**src/rtl/acq_pkg.sv**
```systemverilog
// acq_pkg: shared constants, FSM state encoding and PRN helpers for the
// GPS C/A acquisition search sequencer.
//
// PRN encoding: a 5-bit field where 1..31 are literal and 0 stands for PRN 32.
// Ordering helpers treat the encoded 0 as the largest PRN.
package acq_pkg;

  localparam int CHIPS_PER_CODE = 1023;
  localparam int MAX_PHASE      = 1022;
  localparam int NUM_PRN        = 32;

  typedef logic [2:0] acq_state_t;

  localparam acq_state_t ST_IDLE   = 3'd0;
  localparam acq_state_t ST_CLEAR  = 3'd1;
  localparam acq_state_t ST_LOAD   = 3'd2;
  localparam acq_state_t ST_DWELL  = 3'd3;
  localparam acq_state_t ST_CHECK  = 3'd4;
  localparam acq_state_t ST_REPORT = 3'd5;
  localparam acq_state_t ST_FINISH = 3'd6;

  // Encoded PRN -> numeric PRN (1..32)
  function automatic logic [5:0] prn_rank(input logic [4:0] enc);
    return (enc == 5'd0) ? 6'(NUM_PRN) : {1'b0, enc};
  endfunction

  // True when PRN a comes after PRN b in sweep order
  function automatic logic prn_after(input logic [4:0] a, input logic [4:0] b);
    return prn_rank(a) > prn_rank(b);
  endfunction

  // Next PRN in sweep order; 31 rolls to the encoded 0 (PRN 32)
  function automatic logic [4:0] prn_inc(input logic [4:0] enc);
    return enc + 5'd1;
  endfunction

endpackage

```
**src/rtl/acq_search_ctrl_if.sv**
```systemverilog
// acq_search_ctrl_if: datapath-side bundle of the acquisition sequencer.
//   gen_load/gen_prn/gen_phase/gen_en : code generator control
//   corr_clr/corr_found               : correlator clear and found flag
//   res_valid/res_ready/res_*         : per-PRN result handshake
// master = sequencer, slave = generator/correlator/result consumer side.
interface acq_search_ctrl_if;

  logic       gen_load;
  logic [4:0] gen_prn;
  logic [9:0] gen_phase;
  logic       gen_en;
  logic       corr_clr;
  logic       corr_found;
  logic       res_valid;
  logic       res_ready;
  logic [4:0] res_prn;
  logic       res_found;
  logic [9:0] res_phase;

  modport master (
    output gen_load, gen_prn, gen_phase, gen_en, corr_clr,
    output res_valid, res_prn, res_found, res_phase,
    input  corr_found, res_ready
  );

  modport slave (
    input  gen_load, gen_prn, gen_phase, gen_en, corr_clr,
    input  res_valid, res_prn, res_found, res_phase,
    output corr_found, res_ready
  );

endinterface

```
**src/rtl/dwell_counter.sv**
```systemverilog
// dwell_counter: chip down-counter for one dwell.
//   clk, rst_n : clock, async active-low reset
//   clear      : reload to DWELL_CHIPS-1
//   enable     : count one chip
//   tc         : high on the DWELL_CHIPS-th enabled chip
module dwell_counter #(
  parameter int DWELL_CHIPS = 1023
) (
  input  logic clk,
  input  logic rst_n,
  input  logic clear,
  input  logic enable,
  output logic tc
);

  localparam int W = (DWELL_CHIPS > 1) ? $clog2(DWELL_CHIPS) : 1;
  localparam logic [W-1:0] LOAD_VAL = W'(DWELL_CHIPS - 1);

  logic [W-1:0] cnt;

  always_ff @(posedge clk or negedge rst_n) begin
    if (!rst_n) begin
      cnt <= LOAD_VAL;
    end else if (clear) begin
      cnt <= LOAD_VAL;
    end else if (enable && cnt != '0) begin
      cnt <= cnt - W'(1);
    end
  end

  assign tc = enable && (cnt == '0);

endmodule

```
**src/rtl/acq_search_ctrl.sv**
```systemverilog
// acq_search_ctrl: sweeps PRN_FIRST..PRN_LAST and every code phase (step
// PHASE_STEP) per PRN; each trial clears the correlator, loads the code
// generator, runs one dwell and samples the found flag. One result per PRN
// is offered on a valid/ready handshake.
//   clk, rst_n          : clock, async active-low reset
//   start, abort        : host requests
//   prn_first, prn_last : sweep range (0 encodes PRN 32)
//   busy, done          : search status / end-of-search pulse
//   bus (master)        : generator, correlator and result signals
// Build option: ACQ_CONFIRM_EN -- a hit is only reported after a second
// dwell at the same phase also finds the code.
//
// state  | meaning
// IDLE   | waiting for start
// CLEAR  | correlator clear pulse
// LOAD   | generator load with (prn, phase)
// DWELL  | chip enable for DWELL_CHIPS chips
// CHECK  | sample found flag, pick next trial or report
// REPORT | result valid, wait for ready
// FINISH | done pulse
module acq_search_ctrl
  import acq_pkg::*;
#(
  parameter int PHASE_STEP  = 1,
  parameter int DWELL_CHIPS = CHIPS_PER_CODE
) (
  input  logic              clk,
  input  logic              rst_n,
  input  logic              start,
  input  logic              abort,
  input  logic [4:0]        prn_first,
  input  logic [4:0]        prn_last,
  output logic              busy,
  output logic              done,
  acq_search_ctrl_if.master bus
);

  acq_state_t  state, state_nx;
  logic [4:0]  prn, prn_nx, last_q, last_nx;
  logic [9:0]  phase, phase_nx;
  logic [4:0]  res_prn_q, res_prn_nx;
  logic        res_found_q, res_found_nx;
  logic [9:0]  res_phase_q, res_phase_nx;
  logic [10:0] phase_sum;
  logic        dwell_tc, abort_take, first_hit, hit_final;

  dwell_counter #(.DWELL_CHIPS(DWELL_CHIPS)) u_dwell (
    .clk    (clk),
    .rst_n  (rst_n),
    .clear  (state != ST_DWELL),
    .enable (state == ST_DWELL),
    .tc     (dwell_tc)
  );

  // 11-bit sum so the range compare cannot wrap
  assign phase_sum = {1'b0, phase} + 11'(PHASE_STEP);

`ifdef ACQ_CONFIRM_EN
  logic confirm_q;

  // Set while the repeat dwell of a first-time hit is in flight
  always_ff @(posedge clk or negedge rst_n) begin
    if (!rst_n) begin
      confirm_q <= 1'b0;
    end else if (state == ST_IDLE) begin
      confirm_q <= 1'b0;
    end else if (state == ST_CHECK) begin
      confirm_q <= first_hit;
    end
  end

  assign first_hit = bus.corr_found && !confirm_q;
  assign hit_final = bus.corr_found && confirm_q;
`else
  assign first_hit = 1'b0;
  assign hit_final = bus.corr_found;
`endif

  always_comb begin
    state_nx     = state;
    prn_nx       = prn;
    phase_nx     = phase;
    last_nx      = last_q;
    res_prn_nx   = res_prn_q;
    res_found_nx = res_found_q;
    res_phase_nx = res_phase_q;
    abort_take   = 1'b0;
    case (state)
      ST_IDLE: begin
        if (start) begin
          prn_nx   = prn_first;
          last_nx  = prn_last;
          phase_nx = '0;
          state_nx = prn_after(prn_first, prn_last) ? ST_FINISH : ST_CLEAR;
        end
      end
      ST_CLEAR: state_nx = ST_LOAD;
      ST_LOAD:  state_nx = ST_DWELL;
      ST_DWELL: begin
        if (dwell_tc) state_nx = ST_CHECK;
      end
      ST_CHECK: begin
        if (first_hit) begin
          state_nx = ST_CLEAR;
        end else if (hit_final) begin
          res_prn_nx   = prn;
          res_found_nx = 1'b1;
          res_phase_nx = phase;
          state_nx     = ST_REPORT;
        end else if (phase_sum <= 11'(MAX_PHASE)) begin
          phase_nx = phase_sum[9:0];
          state_nx = ST_CLEAR;
        end else begin
          res_prn_nx   = prn;
          res_found_nx = 1'b0;
          res_phase_nx = '0;
          state_nx     = ST_REPORT;
        end
      end
      ST_REPORT: begin
        if (bus.res_ready) begin
          if (prn == last_q) begin
            state_nx = ST_FINISH;
          end else begin
            prn_nx   = prn_inc(prn);
            phase_nx = '0;
            state_nx = ST_CLEAR;
          end
        end
      end
      ST_FINISH: state_nx = ST_IDLE;
      default:   state_nx = ST_IDLE;
    endcase
    if (abort && state != ST_IDLE) begin
      state_nx   = ST_IDLE;
      abort_take = 1'b1;
    end
  end

  // Strobes are registered from the next state so each lines up with its state
  always_ff @(posedge clk or negedge rst_n) begin
    if (!rst_n) begin
      state         <= ST_IDLE;
      prn           <= 5'd1;
      phase         <= '0;
      last_q        <= '0;
      res_prn_q     <= '0;
      res_found_q   <= 1'b0;
      res_phase_q   <= '0;
      busy          <= 1'b0;
      done          <= 1'b0;
      bus.gen_load  <= 1'b0;
      bus.gen_en    <= 1'b0;
      bus.corr_clr  <= 1'b0;
      bus.res_valid <= 1'b0;
    end else begin
      state         <= state_nx;
      prn           <= prn_nx;
      phase         <= phase_nx;
      last_q        <= last_nx;
      res_prn_q     <= res_prn_nx;
      res_found_q   <= res_found_nx;
      res_phase_q   <= res_phase_nx;
      busy          <= (state_nx != ST_IDLE);
      done          <= (state_nx == ST_FINISH);
      bus.gen_load  <= (state_nx == ST_LOAD);
      bus.gen_en    <= (state_nx == ST_DWELL);
      bus.corr_clr  <= (state_nx == ST_CLEAR) || abort_take;
      bus.res_valid <= (state_nx == ST_REPORT);
    end
  end

  assign bus.gen_prn   = prn;
  assign bus.gen_phase = phase;
  assign bus.res_prn   = res_prn_q;
  assign bus.res_found = res_found_q;
  assign bus.res_phase = res_phase_q;

endmodule

```
**src/flat_wrapper.sv**
```systemverilog
// flat-port wrapper written by rule: the top's interface ports become plain ports
module acq_search_ctrl_flat import acq_pkg::*;
#(
  parameter int PHASE_STEP  = 1,
  parameter int DWELL_CHIPS = CHIPS_PER_CODE
)
  (clk, rst_n, start, abort, prn_first, prn_last, busy, done, bus_gen_load, bus_gen_prn, bus_gen_phase, bus_gen_en, bus_corr_clr, bus_res_valid, bus_res_prn, bus_res_found, bus_res_phase, bus_corr_found, bus_res_ready);
  acq_search_ctrl_if bus_i ();
  input  logic clk;
  input  logic rst_n;
  input  logic start;
  input  logic abort;
  input  logic [4:0] prn_first;
  input  logic [4:0] prn_last;
  output logic busy;
  output logic done;
  output wire logic [$bits(bus_i.gen_load)-1:0] bus_gen_load;
  output wire logic [$bits(bus_i.gen_prn)-1:0] bus_gen_prn;
  output wire logic [$bits(bus_i.gen_phase)-1:0] bus_gen_phase;
  output wire logic [$bits(bus_i.gen_en)-1:0] bus_gen_en;
  output wire logic [$bits(bus_i.corr_clr)-1:0] bus_corr_clr;
  output wire logic [$bits(bus_i.res_valid)-1:0] bus_res_valid;
  output wire logic [$bits(bus_i.res_prn)-1:0] bus_res_prn;
  output wire logic [$bits(bus_i.res_found)-1:0] bus_res_found;
  output wire logic [$bits(bus_i.res_phase)-1:0] bus_res_phase;
  input wire logic [$bits(bus_i.corr_found)-1:0] bus_corr_found;
  input wire logic [$bits(bus_i.res_ready)-1:0] bus_res_ready;
  assign bus_gen_load = bus_i.gen_load;
  assign bus_gen_prn = bus_i.gen_prn;
  assign bus_gen_phase = bus_i.gen_phase;
  assign bus_gen_en = bus_i.gen_en;
  assign bus_corr_clr = bus_i.corr_clr;
  assign bus_res_valid = bus_i.res_valid;
  assign bus_res_prn = bus_i.res_prn;
  assign bus_res_found = bus_i.res_found;
  assign bus_res_phase = bus_i.res_phase;
  assign bus_i.corr_found = bus_corr_found;
  assign bus_i.res_ready = bus_res_ready;
  acq_search_ctrl #(.PHASE_STEP(PHASE_STEP), .DWELL_CHIPS(DWELL_CHIPS)) u_core (.clk(clk), .rst_n(rst_n), .start(start), .abort(abort), .prn_first(prn_first), .prn_last(prn_last), .busy(busy), .done(done), .bus(bus_i));
endmodule
```
**config.mk**
```make
export PLATFORM = sky130hd
export DESIGN_NAME = acq_search_ctrl_flat
export DESIGN_NICKNAME = d
export VERILOG_FILES = /design/src/rtl/acq_pkg.sv /design/src/rtl/acq_search_ctrl_if.sv /design/src/rtl/dwell_counter.sv /design/src/rtl/acq_search_ctrl.sv /design/src/flat_wrapper.sv
export SDC_FILE = /design/constraint.sdc
export NUM_CORES = 1
export LEC_CHECK = 0
export BUFFER_PORTS_ARGS = -buffer_cell sky130_fd_sc_hd__buf_2
export CAP_MARGIN = 10
export CORE_AREA = 3 3 90 92
export DETAILED_ROUTE_END_ITERATION = 10
export DIE_AREA = 0 0 93 95
export HOLD_SLACK_MARGIN = 0.15
export PLACE_DENSITY = 0.64
export SETUP_SLACK_MARGIN = 0.2
export SLEW_MARGIN = 5
export SYNTH_ARGS = -nofsm -noshare
export SYNTH_HDL_FRONTEND = slang
export SYNTH_SLANG_ARGS = --single-unit
```
**constraint.sdc**
```tcl
create_clock -name clk -period 2.95 [get_ports clk]
set_clock_uncertainty 0.2 [all_clocks]
set_input_delay 0.4425 -clock clk [delete_from_list [all_inputs] [get_ports clk]]
set_output_delay 0.4425 -clock clk [all_outputs]
set_load 0.03 [all_outputs]
```
* Word-level counts from Yosys, hierarchy flattened
Cells that the tools add are included.
Cells by class: reductions and logical operators 18, add/sub/neg operators 3, multiplexer cells 30, eq/ne operators 18, order comparisons 2
Operator list (count):
- two-way mux 10 bit | 9
- case mux 10 bit (3 select lines) | 1
- two-way mux 5 bit | 5
- two-way mux 3 bit | 8
- case mux 3 bit (6 select lines) | 1
- equality test 3 x 2 -> 1 bit, second input constant | 4
- equality test 3 bit, second input constant | 4
- two-way mux 6 bit | 2
- adder 10 x 1 -> 11 bit, second input constant | 1
- <= comparator 11 x 10 -> 1 bit, second input constant | 1
- zero test 10 bit | 1
- zero test 5 bit | 2
- != test 2 bit, second input constant | 5
- case mux 5 bit (2 select lines) | 1
- nonzero test 10 bit | 1
- subtractor 10 x 1 -> 10 bit, second input constant | 1
- nonzero test 3 bit | 3
- equality test 3 x 1 -> 1 bit, second input constant | 2
- greater-than comparator 6 bit | 1
- AND reduction 6 bit | 1
- adder 5 x 1 -> 5 bit, second input constant | 1
- equality test 5 bit | 1
- AND reduction 2 bit | 2
- AND reduction 4 bit | 1
- other kinds (7) | 12
Word-level totals: output and inout bits 37, input port bits 16, flip-flop bits (word level) 55

* Longest topological paths before layout
depth after elaboration 9, mapped depth 11, depth with buffers taken out 11

* Cells and area by module
A second synthesis with hierarchy kept.
Second synthesis, totals: cell total of the unflattened synthesis 308, area, all modules 3176.8 um^2
By module, submodules not included:
- acq_search_ctrl | cells an instance 243, sequential area each 1127.3 um^2, times used 1, area each 2556.2 um^2
- dwell_counter | cells an instance 65, sequential area each 261.5 um^2, times used 1, area each 620.6 um^2

* Least setup slack after synthesis
No wires, ideal clock.
kind flip-flop to flip-flop, start point reg u_core.phase[0] (netlist: u_core.bus.gen_phase[0]), end point reg u_core.bus.corr_clr, setup time 0.122 ns, path buffers 2, slack 0.072 ns, required time 2.628 ns, stages on the path, launching flop included 11, data arrival time 2.556 ns, cells stage by stage dfrtp_1 > ha_1 > nand3_2 > nor4_1 > o21a_1 > o2111ai_1 > a31o_2 > buf_2 > and3_1 > clkbuf_1 > a32o_1
On the way: word-level cells in the longest chain between the ends 8
Ends and longest elaborated chain:
- start, declared | line acq_search_ctrl.sv:40 | logic [9:0] phase, phase_nx;
- start signal, assigned | line acq_search_ctrl.sv:159 | phase <= phase_nx;
- adder 10 x 1 -> 11 bit | line acq_search_ctrl.sv:56 | assign phase_sum = {1'b0, phase} + 11'(PHASE_STEP);
- <= comparator 11 x 10 -> 1 bit | line acq_search_ctrl.sv:110 | end else if (phase_sum <= 11'(MAX_PHASE)) begin
- two-way mux 3 bit | line acq_search_ctrl.sv:110
- two-way mux 3 bit | line acq_search_ctrl.sv:105 | end else if (hit_final) begin
- case mux 3 bit (6 select lines) | line acq_search_ctrl.sv:88 | case (state)
- two-way mux 3 bit | line acq_search_ctrl.sv:134 | if (abort && state != ST_IDLE) begin
- equality test 3 x 1 -> 1 bit | line acq_search_ctrl.sv:168 | bus.corr_clr <= (state_nx == ST_CLEAR) || abort_take;
- logical OR 1 bit | line acq_search_ctrl.sv:168
- end signal, assigned | line acq_search_ctrl.sv:168
- end, declared | line acq_search_ctrl_if.sv:21 | output gen_load, gen_prn, gen_phase, gen_en, corr_clr,
Every way passes these cells. A chain may end at the register's enable or synchronous reset.

* Worst setup path in the final report
start point in prn_first[0], end point reg u_core.bus.corr_clr
On the way: word-level cells in the longest chain between the ends 9
Ends and longest elaborated chain:
- start, declared | line flat_wrapper.sv:13 | input logic [4:0] prn_first;
- zero test 5 bit | line acq_pkg.sv:24 | return (enc == 5'd0) ? 6'(NUM_PRN) : {1'b0, enc};
- two-way mux 6 bit * | line acq_pkg.sv:24
- greater-than comparator 6 bit * | line acq_pkg.sv:29 | return prn_rank(a) > prn_rank(b);
- two-way mux 3 bit * | line acq_search_ctrl.sv:94 | state_nx = prn_after(prn_first, prn_last) ? ST_FINISH : ST_CLEAR;
- two-way mux 3 bit * | line acq_search_ctrl.sv:90 | if (start) begin
- case mux 3 bit (6 select lines) * | line acq_search_ctrl.sv:88
- two-way mux 3 bit * | line acq_search_ctrl.sv:134
- named net u_core.state_nx[0] | line acq_search_ctrl.sv:38 | acq_state_t state, state_nx;
- equality test 3 x 1 -> 1 bit * | line acq_search_ctrl.sv:168
- logical OR 1 bit * | line acq_search_ctrl.sv:168
The timed path passes the listed nets; every way through them passes the cells marked *.

==> results_dict.tcl <==
set metrics [dict create \
    drive_above_1_share_pct 31.9 \
    yosys.area_share.xor_xnor_pct 3.60 \
    drc_errors 0 \
    synth_top_area_share_pct 38.6 \
    whs_ns 0.180 \
    drtPass1Iterations 4 \
    yosysSeqAreaShare_pct 47.6 \
    dr_total_vias 2391 \
    async_reset_ff_share_pct 100 \
    period_share_pct 90.4 \
    power_frac_comb_pct 39.0 \
    synthFlopType "dfrtp_1" \
    p_total_mw 2.66 \
    muxShareOfSynthArea_pct 3.86 \
    maxSlewHeadroom_pct 51.7 \
    setup_viol 0 \
    met3_usage_pct 2.39 \
    routed_wl_mm 6.42 \
    drtIter0Drc 87 \
    die_h_um 95 \
    area_growth_pct 20.4 \
    status "finished clean" \
    synth_top_cell_by_area "dfrtp_1" \
    synthesis.nets 326 \
    cts_tree "done" \
    busiest_layer "met2" \
    critPathCapture "u_core.bus.corr_clr$_DFF_PN0_" \
    rsz0062_at_grt "yes" \
    fin_crit_ns 2.67 \
    yosysMostFrequentCell "dfrtp_1" \
    worstSetupPathType "primary input to flip-flop" \
    crit_start "prn_first[0]" \
    cts_buffers 5 \
    met2_usage_pct 23.8 \
    synth_edf_count 0 \
    powerDensity_nw_per_um2 757 \
    ant_nets 0 \
    r2r-end "u_core.bus.gen_load$_DFF_PN0_" \
    synth_area_leaders "dfrtp_1, dfstp_2, ha_1, nand2_1, mux2_2" \
    cp_slowest_stage_delay_ns 0.50 \
    post-route-util_pct 48.2 \
    p_seq_share_pct 41.5 \
    end_kind "flip-flop" \
    final_cells 459 \
    clockPowerShare_pct 19.4 \
    clock_sinks 55 \
    core-area_um2 7290 \
    die-area_um2 8840 \
    worst_path_max_delay_cell "or4_1" \
    r2r-start "u_core.u_dwell.cnt[3]$_DFFE_PN1P_" \
    clkLatencyLatePin_ns 0.31 \
    peakVddDrop_v 0.000380 \
    synth_cell_types 53 \
    io_pins 53 \
    die_w_um 93 \
    swShare_pct 38.4 \
    worstPathRequired_ns 2.95 \
    arrival_ns 2.66 \
    p_leak_nw 1.61 \
    cap_violations 0 \
    dp.cells 448 \
    rows 31 \
    switchingPower_mw 1.02 \
    grtUsageMet1_pct 22.0 \
    grt_pass1_vias 2305 \
    hpwl_mm 4.88 \
    hold_class "primary input to flip-flop" \
    grt_max_degree 27 \
    gp_congestion 0.824 \
    viasPerCell 5.21 \
    synth-simple-area-share_pct 18.8 \
    syn_inst 300 \
    syn-cell-area_um2 2920 \
    fmax_mhz 375 \
    grt_pass1_wl_mm 11.0 \
    cellInternalPower_mw 1.64 \
    worst_pin_slew_ns 0.719 \
    nets 385 \
    start_util_pct 40.0 \
    ff2ff_setup_slack_ns 0.29 \
    synth_commonest_cells "dfrtp_1, nand2_1, nor2_1" \
    finalHoldViolCount 0 \
    io_buffers 52 \
    clock_path_buffers 2 \
    crit_path_cell_trace "buf_2 -> or4_1 -> nor2_1 -> ha_1 -> nand4_1 -> a21oi_1 -> o32a_1 -> nand2_2 -> a2111oi_4 -> or2_4 -> inv_2 -> a32o_1" \
    synth_top_family_by_area "simple AND/OR/NAND/NOR gates" \
    track_usage_pct 15.3 \
    grt_antenna_before_repair 0 \
    crit_path_max_fanout 2 \
    clkSlewWorstSetupHoldPaths_ns 0.10 \
    r2r_cells 7 \
    cp-start-kind "primary input" \
    synth-adder-area-share_pct 4.28 \
    synth-seq-cells 55 \
    synth_warnings 0 \
    fill_cells 737 \
    antenna_cells 0 \
    wire_per_inst_um 14.0 \
    maxSlewViolCount 0 \
    htreeDepth 2 \
    synth_compound_area_share_pct 17.4 \
    root_buffer "clkbuf_8" \
    avgSynthCellArea_um2 9.73 \
    grt_overflow_total 0 \
]
[layer usage]
| metal | vias to the layer above | share of wire [%] |
|---|---|---|
| met4 | 0 | 1.2 |
| met5 | - | 0 |
| li1 | 1191 | - |
| met2 | 53 | 44 |
| met3 | 8 | 3.9 |
| met1 | 1139 | 51 |
[critical path: cells and delay by family]
kind	cells	cell delay [ns]
simple gates	5	1.02
buf+inv	2	0.13
fa+ha+maj	1	0.17
compound gates	4	0.89
[state kept, by name (all words and copies together) (netlist names)]
signal                cells
u_core.bus.corr_clr       1
u_core.bus.gen_en         1
u_core.bus.gen_load       1
u_core.bus.gen_phase     10
u_core.bus.gen_prn        5
u_core.bus.res_found      1
u_core.bus.res_phase     10
u_core.bus.res_prn        5
u_core.bus.res_valid      1
u_core.busy               1
u_core.done               1
u_core.last_q             5
u_core.state              3
u_core.u_dwell.cnt       10
[power groups by stage]
stage	combinational (mW)	sequential, mW	clock (mW)
CTS	1.03	1.11	0.531
global route	1.15	1.14	0.564
detailed placement	1.03	1.13	0
finish	1.04	1.11	0.518
global placement	1.01	1.12	0
floorplan	0.561	1.26	0
[cell type report]
cell class,instances,area [um2],area share (%)
sequential,55,1390,39.6
tap,99,124,3.52
clock buffer,6,82.6,2.35
multi-input combinational,211,1430,40.8
clock inverter,2,35.0,0.996
timing repair buffer,67,375,10.7
inverter,19,71.3,2.03
[what timing repair did]
item / in CTS / in global routing
buffers inserted: 0 / 2
endpoints found under the setup margin: 0 / 29
gates resized for setup: 0 / 6
hold endpoints to repair: 23 / 0
hold buffers: 1 / 0
[layout by cell type, fill, tap and decap left out, types with 2 or more instances in the layout]
cell | synthesis | final
a21oi_1 | 14 | 14
a22o_1 | 10 | 10
a22oi_1 | 3 | 3
a31oi_1 | 4 | 4
and3_1 | 4 | 4
buf_2 | 2 | 52
buf_4 | 0 | 14
clkbuf_8 | 0 | 6
dfrtp_1 | 45 | 41
dfrtp_2 | 0 | 4
dfstp_2 | 10 | 10
ha_1 | 10 | 9
inv_1 | 18 | 18
mux2_2 | 10 | 10
nand2_1 | 31 | 30
nand2b_1 | 4 | 4
nand3_1 | 14 | 14
nand4_1 | 3 | 3
nor2_1 | 23 | 23
nor3_1 | 10 | 10
nor4_1 | 5 | 4
o21a_1 | 2 | 2
o21ai_0 | 14 | 14
o22a_1 | 6 | 6
or3_1 | 4 | 4
or4_4 | 2 | 2
xnor2_1 | 11 | 11
[kinds of logic after synthesis]
kind of cell | after synthesis
simple gates | 109
compound gates | 70
flops | 55
buf+inv | 34
xor+xnor | 12
mux | 10
fa+ha+maj | 10
[worst min-delay path by stage]
stage	slack, ns	from	to	depth (start not counted)
floorplan	-0.05	rst_n	u_core.bus.corr_clr$_DFF_PN0_	0
global placement	0.27	rst_n	u_core.bus.res_prn[1]$_DFFE_PN0N_	1
detailed placement	0.28	rst_n	u_core.bus.res_prn[1]$_DFFE_PN0N_	1
CTS	0.18	prn_last[2]	u_core.last_q[2]$_DFFE_PN0P_	2
global route	0.19	prn_last[2]	u_core.last_q[2]$_DFFE_PN0P_	2
finish	0.18	prn_last[2]	u_core.last_q[2]$_DFFE_PN0P_	2
[metrics by stage]
| stage | worst slack (ns) | cell area [um2] | setup TNS (ns) |
|---|---|---|---|
| after floorplan | 0.208 | 2940 | 0 |
| after global placement | 0.00209 | 3350 | 0 |
| after detailed placement | -0.0562 | 3350 | -0.0853 |
| after CTS | 0.213 | 3480 | 0 |
| after global routing | 0.113 | 3520 | 0 |
| final | 0.282 | 3520 | 0 |
Power figures use the tool's default switching activity.
